`src/rtl/fp16_to_int16_converter.sv`:
```
// fp16_to_int16_converter: IEEE-754 half precision -> signed int16, round-to-nearest-even,
// using an iterative shifter that moves SHIFT_PER_CYCLE bit positions per cycle.
// Ports: clock/reset (async, active-high); in_valid/in_ready/operand (input handshake);
//        out_valid/out_ready/result plus overflow/NaN/inexact/zero flags (output handshake).
module fp16_to_int16_converter #(
   parameter int          SHIFT_PER_CYCLE = 1,        // legal: 1, 2, 4
   parameter logic [15:0] NAN_VALUE       = 16'h8000
) (
   input  logic        clock,
   input  logic        reset,
   input  logic        in_valid,
   output logic        in_ready,
   input  logic [15:0] operand,
   output logic        out_valid,
   input  logic        out_ready,
   output logic [15:0] result,
   output logic        overflow_flag,
   output logic        NaN_flag,
   output logic        inexact_flag,
   output logic        zero_flag
);

   typedef enum logic [1:0] {IDLE, SHIFT, ROUND, DONE} state_t;

   state_t      state_q, state_d;
   logic        in_ready_q, in_ready_d;
   logic        out_valid_q, out_valid_d;
   logic        sign_q, sign_d;
   logic [4:0]  exp_q, exp_d;
   logic [9:0]  man_q, man_d;
   logic [15:0] mag_q, mag_d;          // working magnitude being shifted
   logic        guard_q, guard_d;      // last bit shifted out on the right
   logic        sticky_q, sticky_d;    // OR of every earlier bit shifted out
   logic [3:0]  cnt_q, cnt_d;          // remaining shift positions
   logic        left_q, left_d;        // shift direction
   logic [15:0] result_q, result_d;
   logic        ovf_q, ovf_d;
   logic        nan_q, nan_d;
   logic        inx_q, inx_d;
   logic        zero_q, zero_d;

   // ---------------------------------------------------------------
   // Operand classification at accept time
   // ---------------------------------------------------------------
   logic [4:0] op_exp;
   logic [9:0] op_man;
   logic       op_special;   // result fully decided by exponent range, no shifting
   logic       op_left;
   logic [3:0] op_cnt;

   always_comb begin
      op_exp     = operand[14:10];
      op_man     = operand[9:0];
      op_special = (op_exp >= 5'd30) || (op_exp <= 5'd13);
      op_left    = (op_exp >= 5'd25);
      if (op_special)   op_cnt = 4'd0;
      else if (op_left) op_cnt = 4'(op_exp - 5'd25);
      else              op_cnt = 4'(5'd25 - op_exp);
   end

   // ---------------------------------------------------------------
   // One SHIFT cycle: up to SHIFT_PER_CYCLE single-bit steps
   // ---------------------------------------------------------------
   logic [15:0] sh_mag;
   logic        sh_guard;
   logic        sh_sticky;
   logic [3:0]  sh_cnt;

   always_comb begin
      sh_mag    = mag_q;
      sh_guard  = guard_q;
      sh_sticky = sticky_q;
      sh_cnt    = cnt_q;
      for (int i = 0; i < SHIFT_PER_CYCLE; i++) begin
         if (sh_cnt != 4'd0) begin
            if (left_q) begin
               sh_mag = {sh_mag[14:0], 1'b0};
            end else begin
               // previous guard bit is now an "earlier" bit, so it joins sticky
               sh_sticky = sh_sticky | sh_guard;
               sh_guard  = sh_mag[0];
               sh_mag    = {1'b0, sh_mag[15:1]};
            end
            sh_cnt = sh_cnt - 4'd1;
         end
      end
   end

   // ---------------------------------------------------------------
   // ROUND: special-case results or RNE on the shifted magnitude
   // ---------------------------------------------------------------
   logic        rnd_up;
   logic [15:0] rnd_mag;
   logic [15:0] rd_result;
   logic        rd_ovf, rd_nan, rd_inx, rd_zero;

   always_comb begin
      rnd_up    = guard_q & (sticky_q | mag_q[0]);
      rnd_mag   = mag_q + {15'd0, rnd_up};
      rd_result = 16'h0000;
      rd_ovf    = 1'b0;
      rd_nan    = 1'b0;
      rd_inx    = 1'b0;
      rd_zero   = 1'b0;
      if (exp_q == 5'd31 && man_q != 10'd0) begin
         rd_result = NAN_VALUE;
         rd_nan    = 1'b1;
      end else if (exp_q == 5'd30 && sign_q && man_q == 10'd0) begin
         // -32768 is representable exactly
         rd_result = 16'h8000;
      end else if (exp_q >= 5'd30) begin
         rd_result = sign_q ? 16'h8000 : 16'h7FFF;
         rd_ovf    = 1'b1;
      end else if (exp_q == 5'd0 && man_q == 10'd0) begin
         rd_zero   = 1'b1;
      end else if (exp_q <= 5'd13) begin
         // |value| < 0.5 always rounds to zero
         rd_zero   = 1'b1;
         rd_inx    = 1'b1;
      end else begin
         rd_result = sign_q ? (16'd0 - rnd_mag) : rnd_mag;
         rd_inx    = guard_q | sticky_q;
         rd_zero   = (rnd_mag == 16'd0);
      end
   end

   // ---------------------------------------------------------------
   // FSM next state / datapath
   // ---------------------------------------------------------------
   always_comb begin
      state_d     = state_q;
      out_valid_d = out_valid_q;
      sign_d      = sign_q;
      exp_d       = exp_q;
      man_d       = man_q;
      mag_d       = mag_q;
      guard_d     = guard_q;
      sticky_d    = sticky_q;
      cnt_d       = cnt_q;
      left_d      = left_q;
      result_d    = result_q;
      ovf_d       = ovf_q;
      nan_d       = nan_q;
      inx_d       = inx_q;
      zero_d      = zero_q;

      unique case (state_q)
         IDLE: begin
            if (in_valid && in_ready_q) begin
               sign_d   = operand[15];
               exp_d    = op_exp;
               man_d    = op_man;
               mag_d    = {5'd0, 1'b1, op_man};
               guard_d  = 1'b0;
               sticky_d = 1'b0;
               cnt_d    = op_cnt;
               left_d   = op_left;
               ovf_d    = 1'b0;
               nan_d    = 1'b0;
               inx_d    = 1'b0;
               zero_d   = 1'b0;
               state_d  = (op_special || op_cnt == 4'd0) ? ROUND : SHIFT;
            end
         end
         SHIFT: begin
            mag_d    = sh_mag;
            guard_d  = sh_guard;
            sticky_d = sh_sticky;
            cnt_d    = sh_cnt;
            if (sh_cnt == 4'd0) state_d = ROUND;
         end
         ROUND: begin
            result_d = rd_result;
            ovf_d    = rd_ovf;
            nan_d    = rd_nan;
            inx_d    = rd_inx;
            zero_d   = rd_zero;
            state_d  = DONE;
         end
         DONE: begin
            // out_valid is registered from the DONE state, so the handshake
            // only completes once it is actually visible to the consumer
            out_valid_d = 1'b1;
            if (out_valid_q && out_ready) begin
               out_valid_d = 1'b0;
               state_d     = IDLE;
            end
         end
         default: state_d = IDLE;
      endcase

      in_ready_d = (state_d == IDLE);
   end

   always_ff @(posedge clock or posedge reset) begin
      if (reset) begin
         state_q     <= IDLE;
         in_ready_q  <= 1'b0;
         out_valid_q <= 1'b0;
         sign_q      <= 1'b0;
         exp_q       <= 5'd0;
         man_q       <= 10'd0;
         mag_q       <= 16'd0;
         guard_q     <= 1'b0;
         sticky_q    <= 1'b0;
         cnt_q       <= 4'd0;
         left_q      <= 1'b0;
         result_q    <= 16'd0;
         ovf_q       <= 1'b0;
         nan_q       <= 1'b0;
         inx_q       <= 1'b0;
         zero_q      <= 1'b0;
      end else begin
         state_q     <= state_d;
         in_ready_q  <= in_ready_d;
         out_valid_q <= out_valid_d;
         sign_q      <= sign_d;
         exp_q       <= exp_d;
         man_q       <= man_d;
         mag_q       <= mag_d;
         guard_q     <= guard_d;
         sticky_q    <= sticky_d;
         cnt_q       <= cnt_d;
         left_q      <= left_d;
         result_q    <= result_d;
         ovf_q       <= ovf_d;
         nan_q       <= nan_d;
         inx_q       <= inx_d;
         zero_q      <= zero_d;
      end
   end

   assign in_ready      = in_ready_q;
   assign out_valid     = out_valid_q;
   assign result        = result_q;
   assign overflow_flag = ovf_q;
   assign NaN_flag      = nan_q;
   assign inexact_flag  = inx_q;
   assign zero_flag     = zero_q;

endmodule
```
`config.mk`:
```
export PLATFORM = sky130hd
export DESIGN_NAME = fp16_to_int16_converter
export DESIGN_NICKNAME = d
export VERILOG_FILES = /design/src/rtl/fp16_to_int16_converter.sv
export SDC_FILE = /design/constraint.sdc
export NUM_CORES = 1
export LEC_CHECK = 0
export CAP_MARGIN = 15
export CORE_MARGIN = 1.5
export CORE_UTILIZATION = 60
export CTS_CLUSTER_DIAMETER = 100
export DETAILED_ROUTE_END_ITERATION = 12
export DONT_BUFFER_PORTS = 1
export PLACE_DENSITY_LB_ADDON = 0.05
export RECOVER_POWER = 100
export SLEW_MARGIN = 40
export SYNTH_ARGS = -nofsm -noshare
export SYNTH_HDL_FRONTEND = slang
export SYNTH_SLANG_ARGS = --single-unit
```
`constraint.sdc`:
```
create_clock -name clock -period 3.3 [get_ports clock]
set_input_delay 0.165 -clock clock [delete_from_list [all_inputs] [get_ports clock]]
set_output_delay 0.165 -clock clock [all_outputs]
set_load 0.005 [all_outputs]
```
==> metrics.csv <==
stage;metric;value;unit
logic_synthesis;Synth Net Count;532;
logic_synthesis;Cell Area, Synth;4094;um2
worst_setup_path;flop-to-flop setup slack;290;ps
power;leakage power;1.912;nW
drt;vias per std cell;6.129;
worst_setup_path;critical path type;reg -> reg;
placed_design;placed cell count;549;
worst_setup_path;Worst Setup Start Kind;flop;
timing;TNS Setup;0;ps
die;chip width;85.60;um
run;MaxCap Viol Count;1;
logic_synthesis;#FFs+latches synth;63;
power;Peak supply drop;558.8;uV
die;# IOs;42;
layout;Ant. Diodes;0;
clock_network;clock slew at reported path FFs;70;ps
global_routing;first-pass GRT wire length;16010;um
clock_network;clk_lat worst skew;360;ps
layout;Layout Cells excl Fill;580;
logic_synthesis;Most used DFF post-synth;dfrtp_1;
power;Clk pwr share;0.207;
timing;Worst Skew;12.23;ps
placed_design;IO buf count;0;
layout;Area Overhead vs Synth;9.352;%
clock_network;deepest clock path buffer count;2;
clock_network;TritonCTS clock tree;yes;
global_routing;largest net degree at the start of global routing;50;
run_status;failing checks;design-rule violations, max-capacitance violations, max-slew violations;
power;Flop pwr share;0.375;
drt;Pre-antenna DRT Iters;9;
clock_network;CTS sink cnt;63;
drt;Routed WL per cell;16.49;um
logic_synthesis;register area share after synthesis;0.3851;
power;total power;4.171;mW
worst_setup_path;Setup crit end kind;flop;
worst_setup_path;crit-path max FO;10;
logic_synthesis;asr flop ratio synth;1.000;
clock_network;CTS buffer count;9;
die;die area;7327;um2
layout;final net count;527;
timing;# setup viols final;0;
power;Gate power share;0.418;
power;pwr dens;931.7;nW/um2
logic_synthesis;count leader, synth;nand2_1;
die;starting density of the core;0.6339;
timing;Slew HR;-0.4288;
drt;Iteration-0 DRC Markers;299;
timing;f_max;0.3317;GHz
drt;Final ANT Viol Nets;0;
clock_network;CTS Root Cell;clkbuf_8;
layout;post-route cell area;4477;um2
timing;fin crit share;0.9136;
logic_synthesis;number of flops mapped to enable cells by yosys;0;
worst_setup_path;critical path cell sequence;and2_1, ha_1, nand3_1, nor3_1, a21oi_1, nor3_1, a31oi_1, a311oi_1, mux2i_1;
worst_setup_path;Critical Path RT;3580;ps
power;cell internal pwr;2.347;mW
timing;max-slew violation count;50;
timing;setup ws final;285.1;ps
placed_design;dpl cell area;4086;um2
logic_synthesis;Synth top area share;0.3851;
global_routing;initial antenna violation count;0;
worst_setup_path;CP most frequent cell;nor3_1;
global_routing;Total GRT Usage;0.2792;
power;switching pwr;1.824;mW
logic_synthesis;top post-synthesis cells by area;dfrtp_1, nand2_1, o21ai_0;
logic_synthesis;Cells after Synth;503;
drt;Post-Route WL;9566;um
layout;Final Util;0.6931;
global_routing;GR Overflow Total;0;
die;cell row count;29;
die;area of the core;6459;um2
timing;worst slew pin tran;2131;ps
timing;smallest hold slack;10.40;ps
clock_network;buffer count from post-CTS setup fixing;0;
worst_setup_path;cell at the slowest stage of the critical path;nor3_1;
drt;DRC viols;5;
worst_setup_path;WP data arrival;3290;ps
timing;Final Hold Vio Count;0;
placed_design;DP HPWL;6733;um
placed_design;Final Wtd Congestion;0.9569;
timing;crit path time final;3015;ps
timing;RSZ-0062 raised after global routing;no;
logic_synthesis;Yosys warning count;0;
layout;share of cells above drive strength 1;0.05964;
logic_synthesis;Syn Area/Cell;8.139;um2
die;Die Ht;85.60;um
clock_network;# H-tree levels;3;
global_routing;vias in the first global route;3345;
placed_design;pre-CTS setup slack;252.7;ps
logic_synthesis;library cells used by synthesis;60;
hold_path;Hold Path Class;in -> reg;
power;Net Sw Frac;0.4374;
layout;# fillers;518;
worst_setup_path;CP peak stage delay;590;ps
logic_synthesis;leading area contributor after synthesis;dfrtp_1;
drt;via count;3555;
logic_synthesis;top cells by count, synth;nand2_1, dfrtp_1, nor2_1, o21ai_0;
run_status;status;finished with violations;
==> power groups by stage <==
stage	clock, mW	sequential (mW)	combinational, mW
2_1_floorplan	0	1.27	1.65
3_3_place_gp	0	1.56	1.69
3_5_place_dp	0	1.57	1.73
4_1_cts	0.877	1.55	1.76
5_1_grt	0.907	1.63	1.98
6_report	0.864	1.56	1.74
==> critical path, delay by kind of cell, from the launching register on <==
family,cells,cell delay [ps]
adder cells (fa/ha/maj),1,330
multiplexers,1,220
flip-flops,1,510
AND/OR/NAND/NOR,4,1280
AO/OA/AOI/OAI,3,610
==> repair_timing <==
action,in CTS,in global routing
gates resized for setup,0,1
hold buffers,15,0
endpoints found under the hold margin,65,0
endpoints found under the setup margin,0,1
==> layer usage <==
metal,GRT usage,vias to the layer above,wire length [um],share of wire
met3,0.06545,20,485,0.051
met5,0,-,0,0
met4,0.1100,0,224,0.023
li1,-,1764,-,-
met2,0.4352,103,4504,0.47
met1,0.3783,1668,4352,0.45
==> layout make-up <==
cell class	count	area, um2	area share
timing repair buffer	22	183.9	0.04108
multi-input combinational	387	2307	0.5154
inverter	15	57.56	0.01286
clock inverter	6	116.4	0.02599
sequential	63	1578	0.3524
clock buffer	10	137.6	0.03074
tap	77	96.34	0.02152
==> cells by family (layout without fill, tap and decap cells) <==
logic type	Yosys count	count (layout)	synth area share
muxes	20	20	0.04951
DFF	63	63	0.3851
AOI/OAI and AO/OA	122	122	0.1892
and+or+nand+nor	209	209	0.2381
xor gates and xnor gates	26	26	0.05562
buffers and inverters	53	53	0.05257
adders and majority gates	10	10	0.02995
==> flip-flops by register name (all words and copies together), names as in the netlist <==
name	flops
inexact_flag	1
state_q	2
guard_q	1
overflow_flag	1
in_ready	1
out_valid	1
mag_q	16
zero_flag	1
NaN_flag	1
result	16
cnt_q	4
exp_q	5
man_q	10
sticky_q	1
left_q	1
sign_q	1
==> final timing paths <==
check | start | to | cells past startpoint
setup reg to reg | guard_q$_DFFE_PP0P_ | result[13]$_DFFE_PP0P_ | 9
min in group asynchronous | reset | result[15]$_DFFE_PP0P_ | 2
max in group asynchronous | reset | result[7]$_DFFE_PP0P_ | 3
hold / removal | operand[0] | mag_q[0]$_DFFE_PP0P_ | 2
hold reg to reg | man_q[5]$_DFFE_PP0P_ | man_q[5]$_DFFE_PP0P_ | 2
setup / recovery | guard_q$_DFFE_PP0P_ | result[13]$_DFFE_PP0P_ | 9
==> cells in the final DEF, fill, tap and decap left out, types with 6 or more instances in the layout <==
cell	n
dlygate4sd3_1	15
nand3_1	27
ha_1	9
clkbuf_8	10
dfrtp_1	62
nor3_1	11
a21oi_1	25
nor2_1	40
nand2_1	88
a22o_1	6
o21ai_0	40
xnor2_1	19
mux2i_1	18
inv_1	14
a31oi_1	8
nand2b_1	7
xor2_1	7
(Power assumes the default switching activity.)
